===== src/rtl/load_store_unit.sv =====
// load_store_unit: RV32 load/store sequencer; aligns, extends and read-modify-writes sub-word stores.
module load_store_unit (
  input  logic        Clk,
  input  logic        Reset,
  input  logic        req_valid,
  input  logic [2:0]  req_op,
  input  logic [31:0] req_addr,
  input  logic [31:0] req_wdata,
  output logic        req_ready,
  output logic        rsp_valid,
  output logic [31:0] rsp_rdata,
  output logic        rsp_misalign,
  output logic [31:0] mem_address,
  output logic [31:0] mem_writeData,
  output logic        mem_memWrite,
  output logic        mem_memRead,
  input  logic [31:0] mem_readData
);
  localparam logic [2:0] OP_LW = 3'd0, OP_LH = 3'd1, OP_LHU = 3'd2, OP_LB = 3'd3,
                         OP_LBU = 3'd4, OP_SW = 3'd5, OP_SH = 3'd6, OP_SB = 3'd7;
  typedef enum logic [1:0] {IDLE, READ, WRITE, DONE} state_t;
  state_t state, nextState;
  logic [2:0] op;
  logic [31:0] addr, wdata, word, loadData, mergedWord;
  logic [15:0] selHalf;
  logic [7:0] selByte;
  logic isLoad, isFault;
  function automatic logic misaligned(input logic [2:0] o, input logic [1:0] a);
    return ((o == OP_LW || o == OP_SW) && a != 2'b00) ||
           ((o == OP_LH || o == OP_LHU || o == OP_SH) && a[0]);
  endfunction
  assign isLoad = op < OP_SW;
  assign isFault = misaligned(op, addr[1:0]);
  always_ff @(posedge Clk or posedge Reset)
    if (Reset) begin
      state <= IDLE;
      op <= '0;
      addr <= '0;
      wdata <= '0;
      word <= '0;
    end else begin
      state <= nextState;
      if (state == IDLE && req_valid) begin
        op <= req_op;
        addr <= req_addr;
        wdata <= req_wdata;
      end
      if (state == READ) word <= mem_readData;
    end
  always_comb begin
    nextState = state;
    case (state)
      IDLE:  if (req_valid) nextState = misaligned(req_op, req_addr[1:0]) ? DONE :
                                        req_op == OP_SW ? WRITE : READ;
      READ:  nextState = isLoad ? DONE : WRITE;
      WRITE: nextState = DONE;
      DONE:  nextState = IDLE;
      default: nextState = IDLE;
    endcase
  end
  assign selHalf = addr[1] ? word[31:16] : word[15:0];
  assign selByte = word[{addr[1:0], 3'b000} +: 8];
  assign loadData = op == OP_LH  ? {{16{selHalf[15]}}, selHalf} :
                    op == OP_LHU ? {16'b0, selHalf} :
                    op == OP_LB  ? {{24{selByte[7]}}, selByte} :
                    op == OP_LBU ? {24'b0, selByte} : word;
  // Sub-word stores patch only their lane of the word fetched in READ.
  always_comb begin
    mergedWord = word;
    if (op == OP_SW) mergedWord = wdata;
    else if (op == OP_SH) mergedWord[{addr[1], 4'b0000} +: 16] = wdata[15:0];
    else if (op == OP_SB) mergedWord[{addr[1:0], 3'b000} +: 8] = wdata[7:0];
  end
  assign req_ready = state == IDLE;
  assign rsp_valid = state == DONE;
  assign rsp_misalign = state == DONE && isFault;
  assign rsp_rdata = (state == DONE && isLoad && !isFault) ? loadData : 32'b0;
  assign mem_memRead = state == READ;
  assign mem_memWrite = state == WRITE;
  assign mem_address = (state == READ || state == WRITE) ? {2'b00, addr[31:2]} : 32'b0;
  assign mem_writeData = state == WRITE ? mergedWord : 32'b0;
endmodule


===== config.mk =====
export PLATFORM = sky130hd
export DESIGN_NAME = load_store_unit
export DESIGN_NICKNAME = d
export VERILOG_FILES = /design/src/rtl/load_store_unit.sv
export SDC_FILE = /design/constraint.sdc
export NUM_CORES = 1
export LEC_CHECK = 0
export CAP_MARGIN = 20
export CORE_MARGIN = 5
export CORE_UTILIZATION = 27
export CTS_CLUSTER_SIZE = 30
export DETAILED_ROUTE_END_ITERATION = 10
export GPL_TIMING_DRIVEN = 0
export PLACE_DENSITY = 0.52
export SYNTH_ARGS = -nofsm -noshare
export SYNTH_HDL_FRONTEND = slang
export SYNTH_SLANG_ARGS = --single-unit

===== constraint.sdc =====
create_clock -name Clk -period 4.6 [get_ports Clk]
set_input_delay 0.92 -clock Clk [delete_from_list [all_inputs] [get_ports Clk]]
set_output_delay 0.92 -clock Clk [all_outputs]
set_load 0.02 [all_outputs]

==> results of run 1 <==
[path summary, 6_finish.rpt]
check	startpoint	to	depth (start not counted)
setup / recovery	addr[1]	mem_writeData[16]	8
hold / removal	addr[4]	addr[4]	1
setup reg to reg	state[0]	wdata[30]	6
hold reg to reg	addr[4]	addr[4]	1
max in group asynchronous	Reset	word[8]	3
min in group asynchronous	Reset	addr[23]	2
[cell type report]
cell class                 count  area, µm²  share of cell area
multi-input combinational    386       3140               0.366
clock buffer                  10        239              0.0279
clock inverter                 6       57.6             0.00672
tap                          280        350              0.0409
timing repair buffer         201       2030               0.237
sequential                   101       2530               0.295
inverter                       8       32.5             0.00380
buffer                        40        195              0.0228
[timing repair]
item / 4_1_cts / 5_1_grt
endpoints found under the setup margin: 32 / 14
hold buffers: 0 / 0
buffers inserted: 0 / 0
hold endpoints to repair: 0 / 0
resized for setup: 0 / 3
cloned: 0 / 0
[per-layer routing]
layer  up-vias  GRT usage  share of wire
li1       2408          -              -
met1      2535      0.209           0.41
met2       222      0.283           0.47
met3        24     0.0707           0.10
met4         2     0.0397          0.014
met5         -          0        0.00065
[sequential cells by signal, indices dropped and copies added, names as in the netlist]
name / flops
addr: 32
wdata: 32
word: 32
op: 3
state: 2
[cells in the mapped netlist (2+ instances only)]
library cell and number:
sky130_fd_sc_hd__nand2b_1 4, sky130_fd_sc_hd__o221a_1 7, sky130_fd_sc_hd__and2_1 31, sky130_fd_sc_hd__a32oi_1 8, sky130_fd_sc_hd__dfrtp_1 101, sky130_fd_sc_hd__nor3b_1 2
sky130_fd_sc_hd__o21bai_1 2, sky130_fd_sc_hd__buf_4 4, sky130_fd_sc_hd__nand2_1 16, sky130_fd_sc_hd__mux2_1 97, sky130_fd_sc_hd__buf_1 8, sky130_fd_sc_hd__buf_2 10
sky130_fd_sc_hd__a21oi_2 12, sky130_fd_sc_hd__buf_6 2, sky130_fd_sc_hd__a22o_1 8, sky130_fd_sc_hd__a21o_1 10, sky130_fd_sc_hd__a21oi_1 41, sky130_fd_sc_hd__clkbuf_1 17
sky130_fd_sc_hd__o221ai_1 7, sky130_fd_sc_hd__nand4_1 4, sky130_fd_sc_hd__nor2_1 8, sky130_fd_sc_hd__nand3_1 4, sky130_fd_sc_hd__nor2b_1 4, sky130_fd_sc_hd__ha_1 9
sky130_fd_sc_hd__mux2_2 3, sky130_fd_sc_hd__xor2_1 2, sky130_fd_sc_hd__mux2i_1 16, sky130_fd_sc_hd__nand3b_1 3, sky130_fd_sc_hd__and3_1 9, sky130_fd_sc_hd__inv_1 7
sky130_fd_sc_hd__o221a_2 8, sky130_fd_sc_hd__o21ai_0 34, sky130_fd_sc_hd__o21ai_1 13
[cells by family (layout without fill, tap and decap cells)]
logic type / after synthesis / in the layout / synth area share
other: 1 / 2 / 0.000639
buffers and inverters: 49 / 265 / 0.0386
XOR/XNOR: 3 / 3 / 0.00448
AND/OR/NAND/NOR: 92 / 92 / 0.0906
flip-flops: 101 / 101 / 0.430
AO/OA/AOI/OAI: 163 / 163 / 0.193
multiplexers: 117 / 117 / 0.223
adder cells (fa/ha/maj): 9 / 9 / 0.0192
[stage by stage]
stage                     worst slack (ns)  cell area, µm²  setup TNS (ns)
after global routing                 0.138            8570               0
after global placement              -0.564            8230          -55.87
after floorplan                       1.03            5880               0
final                                0.303            8570               0
after CTS                           0.0314            8550               0
after detailed placement           -0.0251            8260         -0.0454
[critical path, stage by stage (launching register included)]
cell and delay (ns):
sky130_fd_sc_hd__dfrtp_1 0.38, sky130_fd_sc_hd__clkbuf_4 0.32, sky130_fd_sc_hd__inv_1 0.16, sky130_fd_sc_hd__ha_1 0.38
sky130_fd_sc_hd__inv_1 0.10, sky130_fd_sc_hd__o41ai_4 0.54, sky130_fd_sc_hd__a32oi_1 0.23, sky130_fd_sc_hd__a21oi_1 0.23
sky130_fd_sc_hd__clkdlybuf4s50_1 0.67
[power breakdown]
| group | total (µW) | switching [µW] | internal (µW) |
|---|---|---|---|
| registers | 1820 | 474 | 1350 |
| logic | 4210 | 2320 | 1890 |
| clock network | 762 | 369 | 392 |
==> flow_summary.yaml, run 1 <==
die:
  die_height_um: 157
  placementRows: 54
  floorplan.core_area_mm2: 0.0216
  floorplan.die_area_mm2: 0.0248
  initial_core_utilization: 0.272
  die_w_um: 157
  pin_count: 203
route:
  drt_pass1_iterations: 4
  route.detailed.wl_per_inst_um: 20.7
  vias: 5191
  routed_wl_um: 21400
  drtAntennaViolNets: 0
  detail_route.iter0.violations: 203
  drc: 0
  routed_vias_inst: 5.03
sta:
  report.final.setup_viol: 0
  final.period_utilization: 0.934
  setup_repair_after_global_routing_missed_its_margin: "false"
  timing_max_transition_violations_final: 0
  slew_headroom: 0.524
  final_critical_delay_including_setup_and_external_delays_ns: 4.30
  report.final.hold_viol_count: 0
  holdWs_ns: 0.488
  worst_pin_slew_ns: 0.714
  highest_clock_rate_ghz: 0.233
  skew_ns: 0.00636
cells_and_area:
  final-instance-count-excl-fill: 1032
  n_fill_cell: 2155
  final_common_cell: "sky130_fd_sc_hd__clkdlybuf4s50_1"
  fin_util: 0.396
  drive_gt1_frac: 0.0878
  areaGrowthSynthToFinish_pct: 45.9
  layout_common_cells: "sky130_fd_sc_hd__clkdlybuf4s50_1 (200), sky130_fd_sc_hd__dfrtp_1 (101), sky130_fd_sc_hd__mux2_1 (97)"
  finalNetCount: 858
  n_antenna_cell: 0
synth:
  synth.cell_area_mm2: 0.00587
  synth_largest_area_cell: "sky130_fd_sc_hd__dfrtp_1"
  dominant_synthesized_flop_cell: "sky130_fd_sc_hd__dfrtp_1"
  unique_cell_type_count_in_the_yosys_netlist: 57
  postSynthRegisterBits: 101
  post_synth.cell_area_avg_um2: 11.0
  post_synth_inst_count: 535
  async_flop_share: 1.00
  synth_edf_count: 0
  netlist_top_cells_area: "sky130_fd_sc_hd__dfrtp_1 (43%), sky130_fd_sc_hd__mux2_1 (19%), sky130_fd_sc_hd__a21oi_1 (3.5%)"
  synth_top_area_share: 0.430
  synthesis.yosys.warnings: 0
  seq_area_frac_synth: 0.430
clock_network:
  clock_latency_ns: 0.36
  cts_htree_levels: 3
  clk_root_buffer_cell: "sky130_fd_sc_hd__clkbuf_16"
  cts_inserted_buffers: 9
  clock_sinks: 101
  clkSlewWorstSetupHoldPaths_ns: 0.07
  cts_tree: "done"
  clockBufferDepth: 2
power:
  vdd_ir_drop_max_mv: 0.462
  total_power_uw: 6800
  power.leakage_uw: 0.00339
  power-per-cell-area_mw_per_mm2: 793
global_route:
  first_global_vias: 5404
  global_route_wire_length_before_repair_um: 32400
  grt_max_degree: 58
  grt_antenna_before_repair: 1
  globalRoute.totalOverflow: 0
  gr-usage-all-layers: 0.171
outcome:
  run_status: "finished, final reports clean"
worst_setup_path:
  crit_path_required_time_ns: 3.68
  crit_path_end_kind: "output port"
  ff2ff_setup_slack_ns: 2.14
  max_fanout_on_critical_path: 17
  crit_arrival_ns: 3.38
  critical_path_launch_point_type: "flip-flop"
  path_class: "flip-flop to output port"
run:
  timing.max_cap.violations: 0
min_path:
  min_path_type: "flip-flop to flip-flop"
placement:
  place.port_buffers: 200
  placed_cells_incl_taps: 1017
  place_congestion: 0.896
  hpwlAfterDp_um: 17400
Power figures use the tool's default switching activity.
==> run 2: changes to the inputs <==
--- a/config.mk
+++ b/config.mk
@@ -5,6 +5,7 @@
 export SDC_FILE = /design/constraint.sdc
 export NUM_CORES = 1
 export LEC_CHECK = 0
+export ABC_CLOCK_PERIOD_IN_PS = 4600
 export CAP_MARGIN = 20
 export CORE_MARGIN = 5
 export CORE_UTILIZATION = 27
==> results of run 2 <==
The final DEF is identical to that of run 1; final timing and power are the same.
==> run 3: changes to the inputs <==
--- a/config.mk
+++ b/config.mk
@@ -11,8 +11,9 @@
 export CORE_UTILIZATION = 27
 export CTS_CLUSTER_SIZE = 30
 export DETAILED_ROUTE_END_ITERATION = 10
+export DONT_BUFFER_PORTS = 1
 export GPL_TIMING_DRIVEN = 0
-export PLACE_DENSITY = 0.52
+export PLACE_DENSITY = 0.4
 export SYNTH_ARGS = -nofsm -noshare
 export SYNTH_HDL_FRONTEND = slang
 export SYNTH_SLANG_ARGS = --single-unit
==> run 3 against run 2 <==
- cell count decreased by 19%
- register-to-register slack got worse by 0.10 ns
- non-clock buffer count down 199
- count of clock-buffer cells in the layout shrank 1
- setup slack worse by 0.016 ns
- via count down 14%
- first-iteration DRC count up 17%
- wire length down 3.1%
- power fell by 14%
- die area unchanged
- sequential power up 2%
- critical endpoint is now mem_writeData[19]
- largest cell class unchanged
==> flow_summary.yaml, run 3 (synthesis results as in run 1) <==
outcome:
  run_status: "finished, final reports clean"
sta:
  highest_clock_rate_ghz: 0.232
  final_critical_delay_including_setup_and_external_delays_ns: 4.31
  worst_pin_slew_ns: 0.935
  timing_max_transition_violations_final: 0
  slew_headroom: 0.372
  skew_ns: 0.00873
  setup_repair_after_global_routing_missed_its_margin: "false"
  timing.setup.tns_ns: 0
  report.final.hold_viol_count: 0
  report.final.setup_viol: 0
  final.period_utilization: 0.938
route:
  drt_pass1_iterations: 4
  drtAntennaViolNets: 0
  routed_wl_um: 20700
  routed_vias_inst: 5.32
  detail_route.iter0.violations: 237
  drc: 0
  route.detailed.wl_per_inst_um: 24.7
  vias: 4460
placement:
  place_congestion: 0.914
  hpwlAfterDp_um: 16600
  placed_cells_incl_taps: 817
  place.port_buffers: 0
clock_network:
  cts_tree: "done"
  clock_latency_ns: 0.35
  clk_root_buffer_cell: "sky130_fd_sc_hd__clkbuf_16"
  clockBufferDepth: 2
  cts_htree_levels: 3
  clkSlewWorstSetupHoldPaths_ns: 0.08
  clock_sinks: 101
  cts_inserted_buffers: 9
  postCtsSetupBuffers: 0
cells_and_area:
  layout_common_cells: "sky130_fd_sc_hd__dfrtp_1 (101), sky130_fd_sc_hd__mux2_1 (97), sky130_fd_sc_hd__a21oi_1 (41)"
  final_common_cell: "sky130_fd_sc_hd__dfrtp_1"
  finalNetCount: 659
  areaGrowthSynthToFinish_pct: 12.1
  drive_gt1_frac: 0.121
  reg.largest.list: "addr (32), wdata (32), word (32)"
  final-instance-count-excl-fill: 839
worst_setup_path:
  slowest_delay_ns: 0.63
  cpMaxStageDelayCell: "sky130_fd_sc_hd__o41ai_2"
  critical_path_launch_point_type: "flip-flop"
  max_fanout_on_critical_path: 10
  crit_path_cell_trace: "buf_2 > buf_2 > inv_1 > ha_1 > inv_1 > o41ai_2 > a32oi_1 > a21oi_1"
  crit_arrival_ns: 3.39
  crit_path_required_time_ns: 3.68
  crit_path_end_kind: "output port"
  ff2ff_setup_slack_ns: 2.04
  path_class: "flip-flop to output port"
die:
  die_height_um: 157
  initial_core_utilization: 0.272
  placementRows: 54
  pin_count: 203
  die_w_um: 157
  floorplan.die_area_mm2: 0.0248
  floorplan.core_area_mm2: 0.0216
global_route:
  global_route_wire_length_before_repair_um: 30700
  gr-usage-all-layers: 0.166
  grt_antenna_before_repair: 13
  globalRoute.totalOverflow: 0
  first_global_vias: 4784
  grt_max_degree: 52
run:
  timing.max_cap.violations: 0
power:
  vdd_ir_drop_max_mv: 0.262
  power.leakage_uw: 0.00264
  power-per-cell-area_mw_per_mm2: 889
min_path:
  min_path_type: "flip-flop to flip-flop"
run 3: what timing repair did:
action                                  CTS  global route
endpoints found under the setup margin    7             0
endpoints found under the hold margin     0             0
gates resized for setup                   2             0
hold buffers                              0             0
run 3: final cells by class:
type | count | area (µm²)
fillers | 2263 | 15000
multi-input cells | 386 | 3130
flip-flops and latches | 101 | 2530
well taps | 280 | 350
clock buffers | 9 | 225
plain buffers | 41 | 198
clock inverters | 7 | 77.6
inverters | 8 | 32.5
repair buffers | 1 | 27.5
diodes | 6 | 15.0
run 3: path summary, 6_finish.rpt:
check	startpoint	end	cells after the start
setup / recovery	addr[1]	mem_writeData[19]	8
hold / removal	addr[21]	addr[21]	1
setup reg to reg	state[1]	addr[0]	6
hold reg to reg	addr[21]	addr[21]	1
max in group asynchronous	Reset	word[22]	2
min in group asynchronous	Reset	addr[5]	1
run 3: where the power goes:
| part | total (µW) | internal, µW | switching, µW |
|---|---|---|---|
| registers | 1860 | 1350 | 507 |
| logic | 3220 | 1060 | 2160 |
| clock network | 780 | 386 | 394 |
| total | 5850 | 2790 | 3060 |
run 3: stage by stage:
step / total power, µW / hold slack (ns) / instance area [µm²] / worst slack [ns] / utilization
after global routing: 6270 / 0.505 / 6580 / 0.0752 / 0.304
after CTS: 5920 / 0.495 / 6570 / 0.343 / 0.304
after detailed placement: 5100 / 0.474 / 6260 / 0.329 / 0.289
after global placement: 5040 / 0.467 / 6230 / -0.160 / 0.288
after floorplan: 4190 / 0.456 / 5880 / 1.03 / -
final: 5850 / 0.488 / 6580 / 0.287 / 0.304
run 3: metal layers:
layer  GRT usage  share of wire  vias to the layer above
met5           0         0.0044                        -
met4      0.0590          0.030                       14
met3      0.0674          0.098                       46
met2       0.263           0.46                      188
met1       0.203           0.40                     2186
li1            -              -                     2026
run 3: critical path: cells and delay by family, from the launching register on:
family / cells / cell delay, ns
adder cells (fa/ha/maj): 1 / 0.39
AO/OA/AOI/OAI: 3 / 1.43
buffers and inverters: 4 / 0.84
flip-flops: 1 / 0.38
